File: src/rtl/di_arbiter.sv
// -----------------------------------------------------------------------------
// di_arbiter
//
// Shares one device-interface register bus between NUM_REQ masters. Requests
// are serialised with round-robin fairness: each transaction is latched onto
// the di_* bus, a one-cycle read/write strobe is issued, and the arbiter waits
// for di_rdwr_ready or a watchdog expiry before acking the granted master.
//
// Ports
//   if_clock         sole clock, rising edge
//   reset            asynchronous, active-high reset
//   req_valid        per-master request level, sampled only when idle
//   req_write        per-master direction (1 = write, 0 = read)
//   req_ep           per-master endpoint address, 16 bits per master
//   req_addr         per-master register address, 16 bits per master
//   req_wdata        per-master write data, 16 bits per master
//   req_ack          one-cycle completion pulse to the granted master
//   req_timeout      qualifies req_ack: the transaction was abandoned
//   req_rdata        read data, valid with req_ack and held until the next ack
//   grant            one-hot bus owner, zero when idle
//   busy             high whenever a transaction is in flight
//   di_ep_addr       downstream endpoint address
//   di_reg_addr      downstream register address
//   di_reg_data_in   downstream write data
//   di_write         one-cycle write strobe
//   di_read          one-cycle read strobe
//   di_reg_data_out  downstream read data
//   di_rdwr_ready    downstream completion strobe
// -----------------------------------------------------------------------------
module di_arbiter #(
    parameter int          NUM_REQ = 2,
    parameter int          TIMEOUT = 255,
    parameter int          CNT_W   = 8,
    parameter logic [15:0] TO_DATA = 16'hFFFF
) (
    input  logic                   if_clock,
    input  logic                   reset,
    input  logic [NUM_REQ-1:0]     req_valid,
    input  logic [NUM_REQ-1:0]     req_write,
    input  logic [16*NUM_REQ-1:0]  req_ep,
    input  logic [16*NUM_REQ-1:0]  req_addr,
    input  logic [16*NUM_REQ-1:0]  req_wdata,
    output logic [NUM_REQ-1:0]     req_ack,
    output logic                   req_timeout,
    output logic [15:0]            req_rdata,
    output logic [NUM_REQ-1:0]     grant,
    output logic                   busy,
    output logic [15:0]            di_ep_addr,
    output logic [15:0]            di_reg_addr,
    output logic [15:0]            di_reg_data_in,
    output logic                   di_write,
    output logic                   di_read,
    input  logic [15:0]            di_reg_data_out,
    input  logic                   di_rdwr_ready
);

    localparam int                IDX_W     = (NUM_REQ > 1) ? $clog2(NUM_REQ) : 1;
    localparam logic [IDX_W:0]    NUM_REQ_W = (IDX_W+1)'(NUM_REQ);
    localparam logic [CNT_W-1:0]  CNT_LAST  = CNT_W'(TIMEOUT - 1);

    typedef enum logic [1:0] {
        S_IDLE,
        S_ISSUE,
        S_WAIT,
        S_DONE
    } state_t;

    state_t               state_q, state_d;
    logic [IDX_W-1:0]     rr_q, rr_d;
    logic [IDX_W-1:0]     idx_q, idx_d;
    logic [NUM_REQ-1:0]   grant_q, grant_d;
    logic                 busy_q, busy_d;
    logic                 wr_q, wr_d;
    logic [15:0]          ep_q, ep_d;
    logic [15:0]          addr_q, addr_d;
    logic [15:0]          wdata_q, wdata_d;
    logic                 di_write_q, di_write_d;
    logic                 di_read_q, di_read_d;
    logic [NUM_REQ-1:0]   ack_q, ack_d;
    logic                 timeout_q, timeout_d;
    logic [15:0]          rdata_q, rdata_d;
    logic [CNT_W-1:0]     cnt_q, cnt_d;

    // Round-robin pick: first requester at or after rr_q, wrapping.
    logic                 found;
    logic [IDX_W-1:0]     win_idx;
    logic [IDX_W:0]       cand;

    always_comb begin
        found   = 1'b0;
        win_idx = rr_q;
        cand    = '0;
        for (int i = 0; i < NUM_REQ; i++) begin
            cand = {1'b0, rr_q} + (IDX_W+1)'(i);
            if (cand >= NUM_REQ_W) begin
                cand = cand - NUM_REQ_W;
            end
            if (!found && req_valid[cand[IDX_W-1:0]]) begin
                found   = 1'b1;
                win_idx = cand[IDX_W-1:0];
            end
        end
    end

    // NOTE: every next-state signal gets its hold/idle value first, so no
    // branch can leave one unassigned and infer a latch.
    always_comb begin
        state_d    = state_q;
        rr_d       = rr_q;
        idx_d      = idx_q;
        grant_d    = grant_q;
        busy_d     = busy_q;
        wr_d       = wr_q;
        ep_d       = ep_q;
        addr_d     = addr_q;
        wdata_d    = wdata_q;
        di_write_d = 1'b0;
        di_read_d  = 1'b0;
        ack_d      = '0;
        timeout_d  = 1'b0;
        rdata_d    = rdata_q;
        cnt_d      = cnt_q;

        case (state_q)
            S_IDLE: begin
                if (found) begin
                    idx_d      = win_idx;
                    grant_d    = NUM_REQ'(1) << win_idx;
                    busy_d     = 1'b1;
                    wr_d       = req_write[win_idx];
                    ep_d       = req_ep[{win_idx, 4'b0000} +: 16];
                    addr_d     = req_addr[{win_idx, 4'b0000} +: 16];
                    wdata_d    = req_wdata[{win_idx, 4'b0000} +: 16];
                    // Strobe is registered here so it is high during ISSUE.
                    di_write_d = req_write[win_idx];
                    di_read_d  = !req_write[win_idx];
                    state_d    = S_ISSUE;
                end
            end

            S_ISSUE: begin
                // Any ready seen while the strobe is still out is stale.
                cnt_d   = '0;
                state_d = S_WAIT;
            end

            S_WAIT: begin
                cnt_d = cnt_q + 1'b1;
                // Ready takes priority over a simultaneous watchdog expiry.
                if (di_rdwr_ready) begin
                    ack_d   = grant_q;
                    if (!wr_q) begin
                        rdata_d = di_reg_data_out;
                    end
                    state_d = S_DONE;
                end else if (cnt_q == CNT_LAST) begin
                    ack_d     = grant_q;
                    timeout_d = 1'b1;
                    if (!wr_q) begin
                        rdata_d = TO_DATA;
                    end
                    state_d   = S_DONE;
                end
            end

            S_DONE: begin
                rr_d    = (idx_q == IDX_W'(NUM_REQ - 1)) ? '0 : idx_q + 1'b1;
                grant_d = '0;
                busy_d  = 1'b0;
                state_d = S_IDLE;
            end

            default: begin
                state_d = S_IDLE;
            end
        endcase
    end

    // NOTE: sequential state uses non-blocking assignments so every register
    // samples the pre-edge values regardless of statement order.
    always_ff @(posedge if_clock or posedge reset) begin
        if (reset) begin
            state_q    <= S_IDLE;
            rr_q       <= '0;
            idx_q      <= '0;
            grant_q    <= '0;
            busy_q     <= 1'b0;
            wr_q       <= 1'b0;
            ep_q       <= '0;
            addr_q     <= '0;
            wdata_q    <= '0;
            di_write_q <= 1'b0;
            di_read_q  <= 1'b0;
            ack_q      <= '0;
            timeout_q  <= 1'b0;
            rdata_q    <= '0;
            cnt_q      <= '0;
        end else begin
            state_q    <= state_d;
            rr_q       <= rr_d;
            idx_q      <= idx_d;
            grant_q    <= grant_d;
            busy_q     <= busy_d;
            wr_q       <= wr_d;
            ep_q       <= ep_d;
            addr_q     <= addr_d;
            wdata_q    <= wdata_d;
            di_write_q <= di_write_d;
            di_read_q  <= di_read_d;
            ack_q      <= ack_d;
            timeout_q  <= timeout_d;
            rdata_q    <= rdata_d;
            cnt_q      <= cnt_d;
        end
    end

    assign req_ack        = ack_q;
    assign req_timeout    = timeout_q;
    assign req_rdata      = rdata_q;
    assign grant          = grant_q;
    assign busy           = busy_q;
    assign di_ep_addr     = ep_q;
    assign di_reg_addr    = addr_q;
    assign di_reg_data_in = wdata_q;
    assign di_write       = di_write_q;
    assign di_read        = di_read_q;

endmodule

File: config.mk
export PLATFORM = sky130hd
export DESIGN_NAME = di_arbiter
export DESIGN_NICKNAME = d
export VERILOG_FILES = /design/src/rtl/di_arbiter.sv
export SDC_FILE = /design/constraint.sdc
export NUM_CORES = 1
export LEC_CHECK = 0
export ABC_AREA = 1
export CAP_MARGIN = 10
export CORE_MARGIN = 1.5
export CORE_UTILIZATION = 45
export CTS_BUF_LIST = sky130_fd_sc_hd__clkbuf_4
export DETAILED_ROUTE_END_ITERATION = 8
export GPL_ROUTABILITY_DRIVEN = 0
export PLACE_DENSITY = 0.9
export REMOVE_ABC_BUFFERS = 1
export SLEW_MARGIN = 20
export SYNTH_ARGS = -nofsm -noshare
export SYNTH_HDL_FRONTEND = slang
export SYNTH_SLANG_ARGS = --single-unit
File: constraint.sdc
create_clock -name if_clock -period 7.8 [get_ports if_clock]
set_input_delay 1.56 -clock if_clock [delete_from_list [all_inputs] [get_ports if_clock]]
set_output_delay 1.56 -clock if_clock [all_outputs]
set_load 0.01 [all_outputs]
; ---- Word level (Yosys, flattened, before mapping)
; Index checks and enable logic that the tools add are counted.
[totals]
ff_bits = 85
elab_cells = 83
inputBits = 119
output_inout_bits = 72
[classes]
add_sub_neg = 5
magnitude_cmp = 5
bitwise_logic = 1
n_mux = 36
shifts = 4
eq_ne = 6
reduce_logical = 11
[ops]
columns = operator, count
row1 = $shiftx 32x6->16, 3
row2 = $mux 16, 4
row3 = $mux 1, 21
row4 = $pmux 8 s2, 1
row5 = $mux 2, 7
row6 = $add 8x1->8 const B, 1
row7 = $eq 8x8->1 const B, 1
row8 = $pmux 2 s4, 1
row9 = $lt 1x2->1 const B, 3
row10 = $reduce_and 2->1, 3
row11 = $reduce_bool 2->1, 3
row12 = $eq 2x2->1 const B, 2
row13 = $pmux 2 s2, 1
row14 = $ne 3x3->1 const B, 1
row15 = $reduce_and 3->1, 1
row16 = $add 1x1->2 const B, 1
row17 = $eq 2x1->1 const B, 1
row18 = $ge 1x2->1 const B, 1
row19 = $ge 2x2->1 const B, 1
row20 = $logic_not 1->1, 2
row21 = $logic_not 2->1, 1
row22 = $ne 2x2->1 const B, 1
row23 = $pmux 1 s2, 1
row24 = $shl 1x1->2 const A, 1
row25 = 4 further kinds, 5

; ---- Depth between registers and ports, before layout
; Gate-level depths: netlist of run 1.
[depth]
ltp_word = 13
depth_mapped = 10
ltp_nobuf = 9

; ---- Worst setup path after synthesis of run 1
; No wires, ideal clock.
[synth_timing]
kind = in2reg
start = input port req_valid[1]
end = register ep_q[0], in the netlist di_ep_addr[0]
slack_ps = 5431
cell_stages = 7
setup_ps = 118
t_arrival_ps = 2251
n_path_buf = 2
t_required_ps = 7682
cell_sequence = inv_1 nand2_1 buf_2 buf_4 nand3_1 nand3_1 nand2_1
[synth_between]
elab_chain_len = 7
elab_cells_between_ends = 12
classes_between = shift: 1 / mux: 8 / reduce/logical: 3
[synth_lines]
columns = element, line_no
row1 = from (decl), 38  ; input logic [NUM_REQ-1:0] req_valid,
row2 = $mux 1 (implied by the code) (2 in a row), 98  ; if (!found && req_valid[cand[IDX_W-1:0]]) begin
row3 = $mux 1, 98
row4 = $logic_not 1->1, 98
row5 = $logic_and 1x1->1, 98
row6 = $mux 1, 98
row7 = $shiftx 32x6->16 / $reduce_and 2->1 (equally long branches), --
row8 = to (signal assigned), 205  ; ep_q <= ep_d;
row9 = to (decl), 74  ; logic [15:0] ep_q, ep_d;
; Parallel ways exist; a longest one is shown, timed or not. The select of a mux whose other input is x is not followed.
; A chain may end at the register's enable or synchronous reset.

; ---- Worst setup path in the final report of run 1
[layout_timing]
start = input port req_valid[1]
end = register wr_q
[layout_between]
elab_chain_len = 8
elab_cells_between_ends = 13
classes_between = mux: 10 / reduce/logical: 3
[layout_lines]
columns = element, line_no
row1 = $mux 1 (implied by the code) (2 in a row), 98
row2 = $mux 1, 98
row3 = $logic_not 1->1, 98
row4 = $logic_and 1x1->1, 98
row5 = $mux 1, 98
row6 = $mux 1 (implied by the code) (2 in a row), 130  ; wr_d = req_write[win_idx];
row7 = to (signal assigned), 204  ; wr_q <= wr_d;
row8 = to (decl), 73  ; logic wr_q, wr_d;
; Parallel ways exist; a longest one is shown, timed or not. The select of a mux whose other input is x is not followed.

==> results.toml, run 1 <==
[clocking]
cts_resized = 0
cts_buffer_depth = 2
cts_setup_buffers = 0
cts_tree = "built"
h-tree-depth = 3
clock-root-buffer = "clkbuf_4"
clock_sinks = 85
clk_latency_ns = 0.42
cts_hold_buf = 0
cts_buffers = 9
path_clk_slew_ns = 0.13

[sta]
skew_ns = 0.0245
fin_tns_setup_ns = 0
relSlewSlack_pct = 34.8
clock.fmax_ghz = 0.252
worst_pin_slew_ns = 0.975
hold_violations = 0
period_share_pct = 50.8
finalSetupViolations = 0
maxSlewViolCount = 0
period_needed_ns = 3.97
rsz0062_at_grt = "false"

[setup_path]
critPathKind = "in -> reg"
path_max_fanout = 52
path_cells = "clkdlybuf4s50_1 -> inv_1 -> nand2_2 -> nand2_2 -> nand2_1 -> nand3_1 -> nand2_1"
start_kind = "input port"
worst-path-buf-inv = 2
r2r_start = "rr_q$_DFFE_PP0P_"
path_delay_family = "simple AND/OR/NAND/NOR gates"
slowest_delay_ns = 0.79
crit_path_end_kind = "register"
critPathRequiredTime_ns = 8.14
slowest_stage = "nand2_2"
crit_arrival_ns = 4.31
cp-startpoint = "req_valid[1]"

[yosys]
synth_ff_type = "dfrtp_1"
async_flop_share_pct = 100
yosys.area.top_type = "dfrtp_1"
syn_inst = 625
synth_seq_area_share_pct = 47.1
ys_ff_latch = 85
syn_area_mm2 = 0.00452
ys_types = 25
ys_top_cells_by_area = "dfrtp_1, nand2_1, nand3_1, inv_1, nand4_1"
post_synth.cell_area_avg_um2 = 7.23
synthDominantCellAreaShare_pct = 47.1
synth-edff-count = 0
synth_most_common_cell = "nand2_1"
synth_warnings = 0
synth_commonest_cells = "nand2_1, inv_1, nand3_1, dfrtp_1, nand4_1"

[pwr]
ir_drop_mv = 0.170
powerDensity_mw_per_mm2 = 322
p_leak_nw = 3.44

[global_route]
grt_remaining_overflow = 0
grt_usage_pct = 24.2
grt_pass1_vias = 4460
grt_pass1_wl_um = 20300
antenna_found_initial = 0
grt_max_degree = 86

[floorplan]
dieArea_mm2 = 0.0107
io_pins = 191
rows = 36
dieHeight_um = 103
die_w_um = 103
core_area_mm2 = 0.00977
initial_utilization_pct = 46.2

[final_layout]
seq_area_mm2 = 0.00213
fill_cells = 785
fin_util_pct = 67.7
drive_gt1_share_pct = 5.23
multi_input_area_mm2 = 0.00181
fin_cells = 936
area_delta_synth_final_pct = 46.5
antenna_cells = 0
nNetsFinal = 923

[run]
drv_cap = 0

[route]
firstDrtPassIters = 7
drt_iter0_drc = 265
viasPerCell = 5.00
ant_nets = 0
wl_per_cell_um = 13.8
vias = 4679
drc = 0
wirelength_um = 12900

[placed_design]
place_inst = 920
dp_hpwl_um = 9080
io_buffers = 190

[run_status]
status = "complete, no violations"

[hold_path]
hold_start = "req_rdata[12]$_DFFE_PP0P_"
hold_class = "reg -> reg"
tightest hold or removal path, delay by kind of cell, from the launching register on:
kind,cells,cell delay [ns]
simple gates,2,0.10
flops,1,0.37
layout make-up:
cell class / count / area share [%]
inverters: 119 / 6.77
well taps: 133 / 2.51
clock inverters: 6 / 0.926
multi-input cells: 390 / 27.4
repair buffers: 193 / 29.1
clock buffers: 10 / 1.13
flip-flops and latches: 85 / 32.1
per-layer routing:
layer  GRT usage [%]  part of all wire, %  vias to the layer above
li1                -                    -                     2251
met1            29.1                   40                     2208
met2            43.9                   52                      192
met3            3.43                  5.9                       28
met4            9.25                  2.1                        0
met5               0                    0                        -
path summary, 6_finish.rpt:
kind / endpoint / slack (ns) / depth (start not counted)
min in group asynchronous: di_ep_addr[11]$_DFFE_PP0P_ / 1.66 / 3
setup reg to reg: wr_q$_DFFE_PP0P_ / 5.17 / 6
setup / recovery: wr_q$_DFFE_PP0P_ / 3.83 / 7
hold reg to reg: req_rdata[12]$_DFFE_PP0P_ / 0.49 / 2
hold / removal: req_rdata[12]$_DFFE_PP0P_ / 0.49 / 2
max in group asynchronous: cnt_q[0]$_DFFE_PP0P_ / 5.60 / 3
cells in the final DEF, fill, tap and decap left out:
master | synthesis | layout
o21ai_0 | 7 | 7
buf_6 | 1 | 1
clkdlybuf4s50_1 | 0 | 190
clkinvlp_4 | 0 | 2
ha_1 | 6 | 6
nand2_4 | 1 | 1
inv_1 | 117 | 116
o22ai_1 | 1 | 1
o21ai_4 | 0 | 2
clkinv_1 | 1 | 3
nor2_1 | 17 | 17
a21boi_0 | 1 | 1
nand2_2 | 0 | 2
o21bai_1 | 1 | 1
inv_6 | 0 | 1
nand4_1 | 18 | 18
clkbuf_4 | 0 | 10
clkinv_2 | 0 | 1
nand3_1 | 104 | 104
buf_4 | 4 | 2
nand2_1 | 210 | 208
or2_2 | 17 | 17
xnor2_1 | 1 | 1
a21oi_1 | 2 | 2
dfrtp_1 | 85 | 85
nor3_1 | 1 | 1
nand3_4 | 1 | 1
bufinv_16 | 0 | 1
inv_2 | 1 | 1
logic make-up after synthesis:
logic type | after synthesis | synth area share (%)
AO/OA/AOI/OAI | 14 | 1.86
AND/OR/NAND/NOR | 369 | 36.0
adder cells (fa/ha/maj) | 6 | 1.66
buffers and inverters | 150 | 13.2
XOR/XNOR | 1 | 0.194
flip-flops | 85 | 47.1
per-stage QoR:
stage          hold slack [ns]  instance area (µm²)  setup slack [ns]  power [mW]
2_1_floorplan            0.437                 4370              3.68        1.29
3_3_place_gp             0.452                 6480              3.53        1.83
3_5_place_dp             0.462                 6480              3.44        1.88
4_1_cts                  0.495                 6620              3.87        2.14
5_1_grt                  0.519                 6620              3.65        2.28
6_report                 0.491                 6620              3.83        2.13
report_power, final:
group	internal (mW)	switching (mW)
logic	0.528	0.602
registers	0.637	0.115
clock network	0.101	0.149
total	1.27	0.866
flip-flops by register name, indices dropped and copies added (netlist names):
| name | count |
|---|---|
| di_reg_addr | 16 |
| di_reg_data_in | 16 |
| grant | 2 |
| di_ep_addr | 16 |
| cnt_q | 8 |
| idx_q | 1 |
| state_q | 2 |
| rr_q | 1 |
| wr_q | 1 |
| di_write | 1 |
| req_ack | 2 |
| req_rdata | 16 |
| di_read | 1 |
| busy | 1 |
| req_timeout | 1 |
No activity file was read; power rests on OpenSTA's default activity.
==> run 2, diff against run 1 <==
CORE_UTILIZATION = 44   (was 45)
PLACE_DENSITY = 0.88   (was 0.9)
clock period = 4.15 ns   (was 7.8 ns; I/O delays follow)
==> run 2 against run 1 <==
Global-route usage up 0.10 points. Flip-flop and latch count stayed put. Hold slack barely moved. Design area rose by 0.62%. Routed wire length down 0.92%. First-iteration DRC count fell by 26%. Non-clock buffer count increased by 2. Die area rose by 2.2%. Power up 90%. Critical path depth down 2. Register-to-register slack worse by 3.2 ns. Worst setup slack worse by 2.3 ns. Critical endpoint is now grant[1]$_DFFE_PP0P_. Largest cell class unchanged.
==> results.toml, run 2 (synthesized netlist as in run 1, its figures left out) <==
[floorplan]
core_area_mm2 = 0.00986
dieArea_mm2 = 0.0109
dieHeight_um = 104
rows = 36
die_w_um = 104
io_pins = 191
initial_utilization_pct = 45.8

[setup_path]
path_max_fanout = 51
critPathKind = "in -> reg"
ff2ff_path_depth = 6
r2r_start = "state_q[0]$_DFFE_PP0P_"
rr_endpoint = "grant[1]$_DFFE_PP0P_"
start_kind = "input port"
crit_path_end_kind = "register"
reg2reg_slack_ns = 1.99
critPathRequiredTime_ns = 4.40
crit_arrival_ns = 2.86
cp-endpoint = "grant[1]$_DFFE_PP0P_"
cp-startpoint = "req_valid[0]"

[clocking]
cts_buffers = 9
cts_resized = 0
clock_sinks = 85
clock-root-buffer = "clkbuf_4"
h-tree-depth = 3
cts_setup_buffers = 0
clk_latency_ns = 0.42
cts_hold_buf = 0
path_clk_slew_ns = 0.15
cts_tree = "built"
cts_buffer_depth = 2

[sta]
hold_violations = 0
fin_tns_setup_ns = 0
period_needed_ns = 2.60
worst_pin_slew_ns = 0.968
relSlewSlack_pct = 35.2
rsz0062_at_grt = "false"
finalSetupViolations = 0
maxSlewViolCount = 0
clock.fmax_ghz = 0.384
skew_ns = 0.0161
period_share_pct = 62.8

[global_route]
grt_remaining_overflow = 0
grt_max_degree = 53
antenna_found_initial = 0
grt_pass1_wl_um = 21600
grt_usage_pct = 24.3
grt_pass1_vias = 4590

[final_layout]
multi_input_area_mm2 = 0.00181
fill_cells = 795
area_delta_synth_final_pct = 47.4
antenna_cells = 0
nNetsFinal = 925
seq_area_mm2 = 0.00213
final_common_cell = "nand2_1"
fin_cells = 938
drive_gt1_share_pct = 5.71
fin_util_pct = 67.5
mostFrequentLayoutCells = "nand2_1, clkdlybuf4s50_1, inv_1"

[placed_design]
dp_hpwl_um = 9310
io_buffers = 190
place_inst = 922

[pwr]
power_mw = 4.05
ir_drop_mv = 0.368
powerDensity_mw_per_mm2 = 608
p_leak_nw = 3.47

[route]
drc = 0
wl_per_cell_um = 13.6
vias = 4566
ant_nets = 0
drt_iter0_drc = 195
wirelength_um = 12800
firstDrtPassIters = 5
viasPerCell = 4.87

[run]
drv_cap = 0

[hold_path]
hold_class = "reg -> reg"

[run_status]
status = "complete, no violations"
## run 2: critical path, cell delays in order
cell and delay [ns]:
clkdlybuf4s50_1 0.53, o21ai_4 0.62, inv_2 0.56, nand2_1 0.21, o22ai_1 0.09
## run 2: routing by layer
metal  global-route usage [%]  wire length, µm  up-vias
met4                     11.8              474        0
met5                        0                0        -
met1                     29.8             5180     2088
li1                         -                -     2248
met3                     3.63              749       35
met2                     41.7             6370      195
## run 2: how the worst min path moves through the flow
| stage | start | cells past startpoint | end | slack (ns) |
|---|---|---|---|---|
| 3_5_place_dp | req_rdata[9]$_DFFE_PP0P_ | 2 | req_rdata[9]$_DFFE_PP0P_ | 0.46 |
| 3_3_place_gp | req_rdata[14]$_DFFE_PP0P_ | 2 | req_rdata[14]$_DFFE_PP0P_ | 0.46 |
| 2_1_floorplan | idx_q$_DFFE_PP0P_ | 1 | rr_q$_DFFE_PP0P_ | 0.44 |
| 6_report | req_rdata[1]$_DFFE_PP0P_ | 2 | req_rdata[1]$_DFFE_PP0P_ | 0.49 |
| 4_1_cts | req_rdata[9]$_DFFE_PP0P_ | 2 | req_rdata[9]$_DFFE_PP0P_ | 0.49 |
| 5_1_grt | idx_q$_DFFE_PP0P_ | 1 | rr_q$_DFFE_PP0P_ | 0.51 |
## run 2: layout make-up
| type | count | share of cell area (%) |
|---|---|---|
| Tap cell | 133 | 2.50 |
| Multi-Input combinational cell | 390 | 27.2 |
| Inverter | 119 | 6.73 |
| Clock inverter | 7 | 1.48 |
| Clock buffer | 9 | 1.01 |
| Sequential cell | 85 | 31.9 |
| Timing Repair Buffer | 195 | 29.1 |
## run 2: power by group
group	leakage (nW)	internal (mW)	switching [mW]	total (mW)
sequential	1.06	1.20	0.225	1.42
clock	0.0865	0.247	0.289	0.537
combinational	2.33	0.993	1.10	2.09
## run 2: metrics by stage
step                      cell area (µm²)  hold WS (ns)  setup WS (ns)
final                                6660         0.491           1.55
after global placement               6490         0.457           1.20
after floorplan                      4370         0.437          0.763
after global routing                 6660         0.509           1.40
after CTS                            6660         0.492           1.58
after detailed placement             6490         0.459           1.12
==> run 3, diff against run 2 <==
clock period = 2.45 ns   (was 4.15 ns; I/O delays follow)
==> run 3 against run 2 <==
Clock power increased by 59%. Cell count increased by 0.53%. First-iteration DRC count increased by 32%. Largest cell class unchanged. Hold slack got worse by 0.20 ns. Combinational power increased by 76%. Sequential share of layout area decreased by 0.33 points. Design area increased by 1.0%. Via count increased by 4.6%. Routed wire length increased by 3.1%. Count of clock-buffer cells in the layout unchanged. Flip-flop and latch count unchanged.
==> results.toml, run 3 (synthesized netlist as in run 1, its figures left out) <==
[clocking]
path_clk_slew_ns = 0.15
clk_latency_ns = 0.46
cts_hold_buf = 0
cts_setup_buffers = 0
cts_resized = 0
h-tree-depth = 3
cts_buffers = 9
clock-root-buffer = "clkbuf_4"
cts_tree = "built"
cts_buffer_depth = 2
clock_sinks = 85

[hold_path]
hold_class = "in -> async"

[route]
firstDrtPassIters = 4
drt_iter0_drc = 257
wirelength_um = 13200
ant_nets = 0
wl_per_cell_um = 14.0
viasPerCell = 5.06
vias = 4776
drc = 0

[sta]
relSlewSlack_pct = 65.1
maxSlewViolCount = 0
hold_violations = 0
period_share_pct = 77.8
rsz0062_at_grt = "false"
clock.fmax_ghz = 0.525
fin_tns_setup_ns = 0
period_needed_ns = 1.91
timing.final.ws_setup_ns = 0.544
finalSetupViolations = 0
skew_ns = 0.0149
worst_pin_slew_ns = 0.521
whs_ns = 0.291

[floorplan]
initial_utilization_pct = 45.8
io_pins = 191
die_w_um = 104
core_area_mm2 = 0.00986
dieArea_mm2 = 0.0109
rows = 36
dieHeight_um = 104

[setup_path]
crit_path_end_kind = "primary output"
crit_arrival_ns = 1.42
critPathKind = "reg -> out"
path_max_fanout = 2
slowest_stage = "clkdlybuf4s50_1"
path_cells = "clkdlybuf4s50_1"
slowest_delay_ns = 0.57
start_kind = "register"
critPathRequiredTime_ns = 1.96
path_delay_family = "buffers and inverters"
worst-path-buf-inv = 1

[final_layout]
drive_gt1_share_pct = 6.30
final_common_cell = "nand2_1"
fill_cells = 745
nNetsFinal = 930
antenna_cells = 0
fin_cells = 943
area_delta_synth_final_pct = 48.9
mostFrequentLayoutCells = "nand2_1, clkdlybuf4s50_1, inv_1"

[placed_design]
dpl_worst_slack_ns = 0.258
place_inst = 927
io_buffers = 190
dp_hpwl_um = 9730

[global_route]
grt_pass1_wl_um = 21700
grt_remaining_overflow = 0
grt_max_degree = 45
antenna_found_initial = 0
grt_pass1_vias = 4689
grt_usage_pct = 24.6

[pwr]
ir_drop_mv = 0.547
p_leak_nw = 3.50
power_mw = 6.93
powerDensity_mw_per_mm2 = 1030

[run_status]
status = "complete, no violations"

[run]
drv_cap = 0
==> run 3: worst paths after layout <==
check	startpoint	endpoint	slack [ns]	cells past startpoint
min in group if_clock	idx_q$_DFFE_PP0P_	rr_q$_DFFE_PP0P_	0.48	1
max reg2reg	state_q[1]$_DFFE_PP0P_	cnt_q[5]$_DFFE_PP0P_	0.78	7
min reg2reg	idx_q$_DFFE_PP0P_	rr_q$_DFFE_PP0P_	0.48	1
max in group asynchronous	reset	di_ep_addr[14]$_DFFE_PP0P_	1.48	3
max	di_ep_addr[12]$_DFFE_PP0P_	di_ep_addr[12]	0.54	1
min	reset	req_rdata[15]$_DFFE_PP0P_	0.29	2
==> run 3: where the power goes <==
group | total [mW] | switching (mW) | internal (mW)
registers | 2.40 | 0.371 | 2.03
clock network | 0.855 | 0.532 | 0.323
logic | 3.67 | 1.92 | 1.75
total | 6.93 | 2.82 | 4.11
==> run 3: metrics by stage <==
| step | utilization, % | instance area [µm²] |
|---|---|---|
| floorplan | - | 4370 |
| CTS | 68.2 | 6730 |
| global route | 68.2 | 6730 |
| detailed placement | 66.7 | 6580 |
| finish | 68.2 | 6730 |
| global placement | 66.7 | 6580 |
==> run 3: area by class of cell <==
type                    count  area, µm²  share of cell area (%)
repair buffers            200       2030                    30.1
multi-input cells         390       1810                    26.9
well taps                 133        166                    2.47
clock buffers               9       67.6                    1.00
clock inverters             7       80.1                    1.19
flip-flops and latches     85       2130                    31.6
inverters                 119        448                    6.66
==> run 3: per-layer routing <==
layer | vias up | track usage (%) | part of all wire [%]
met5 | - | 0 | 0
met4 | 0 | 14.7 | 4.7
met3 | 48 | 4.20 | 5.8
met2 | 215 | 42.4 | 49
met1 | 2241 | 28.7 | 40
li1 | 2272 | - | -
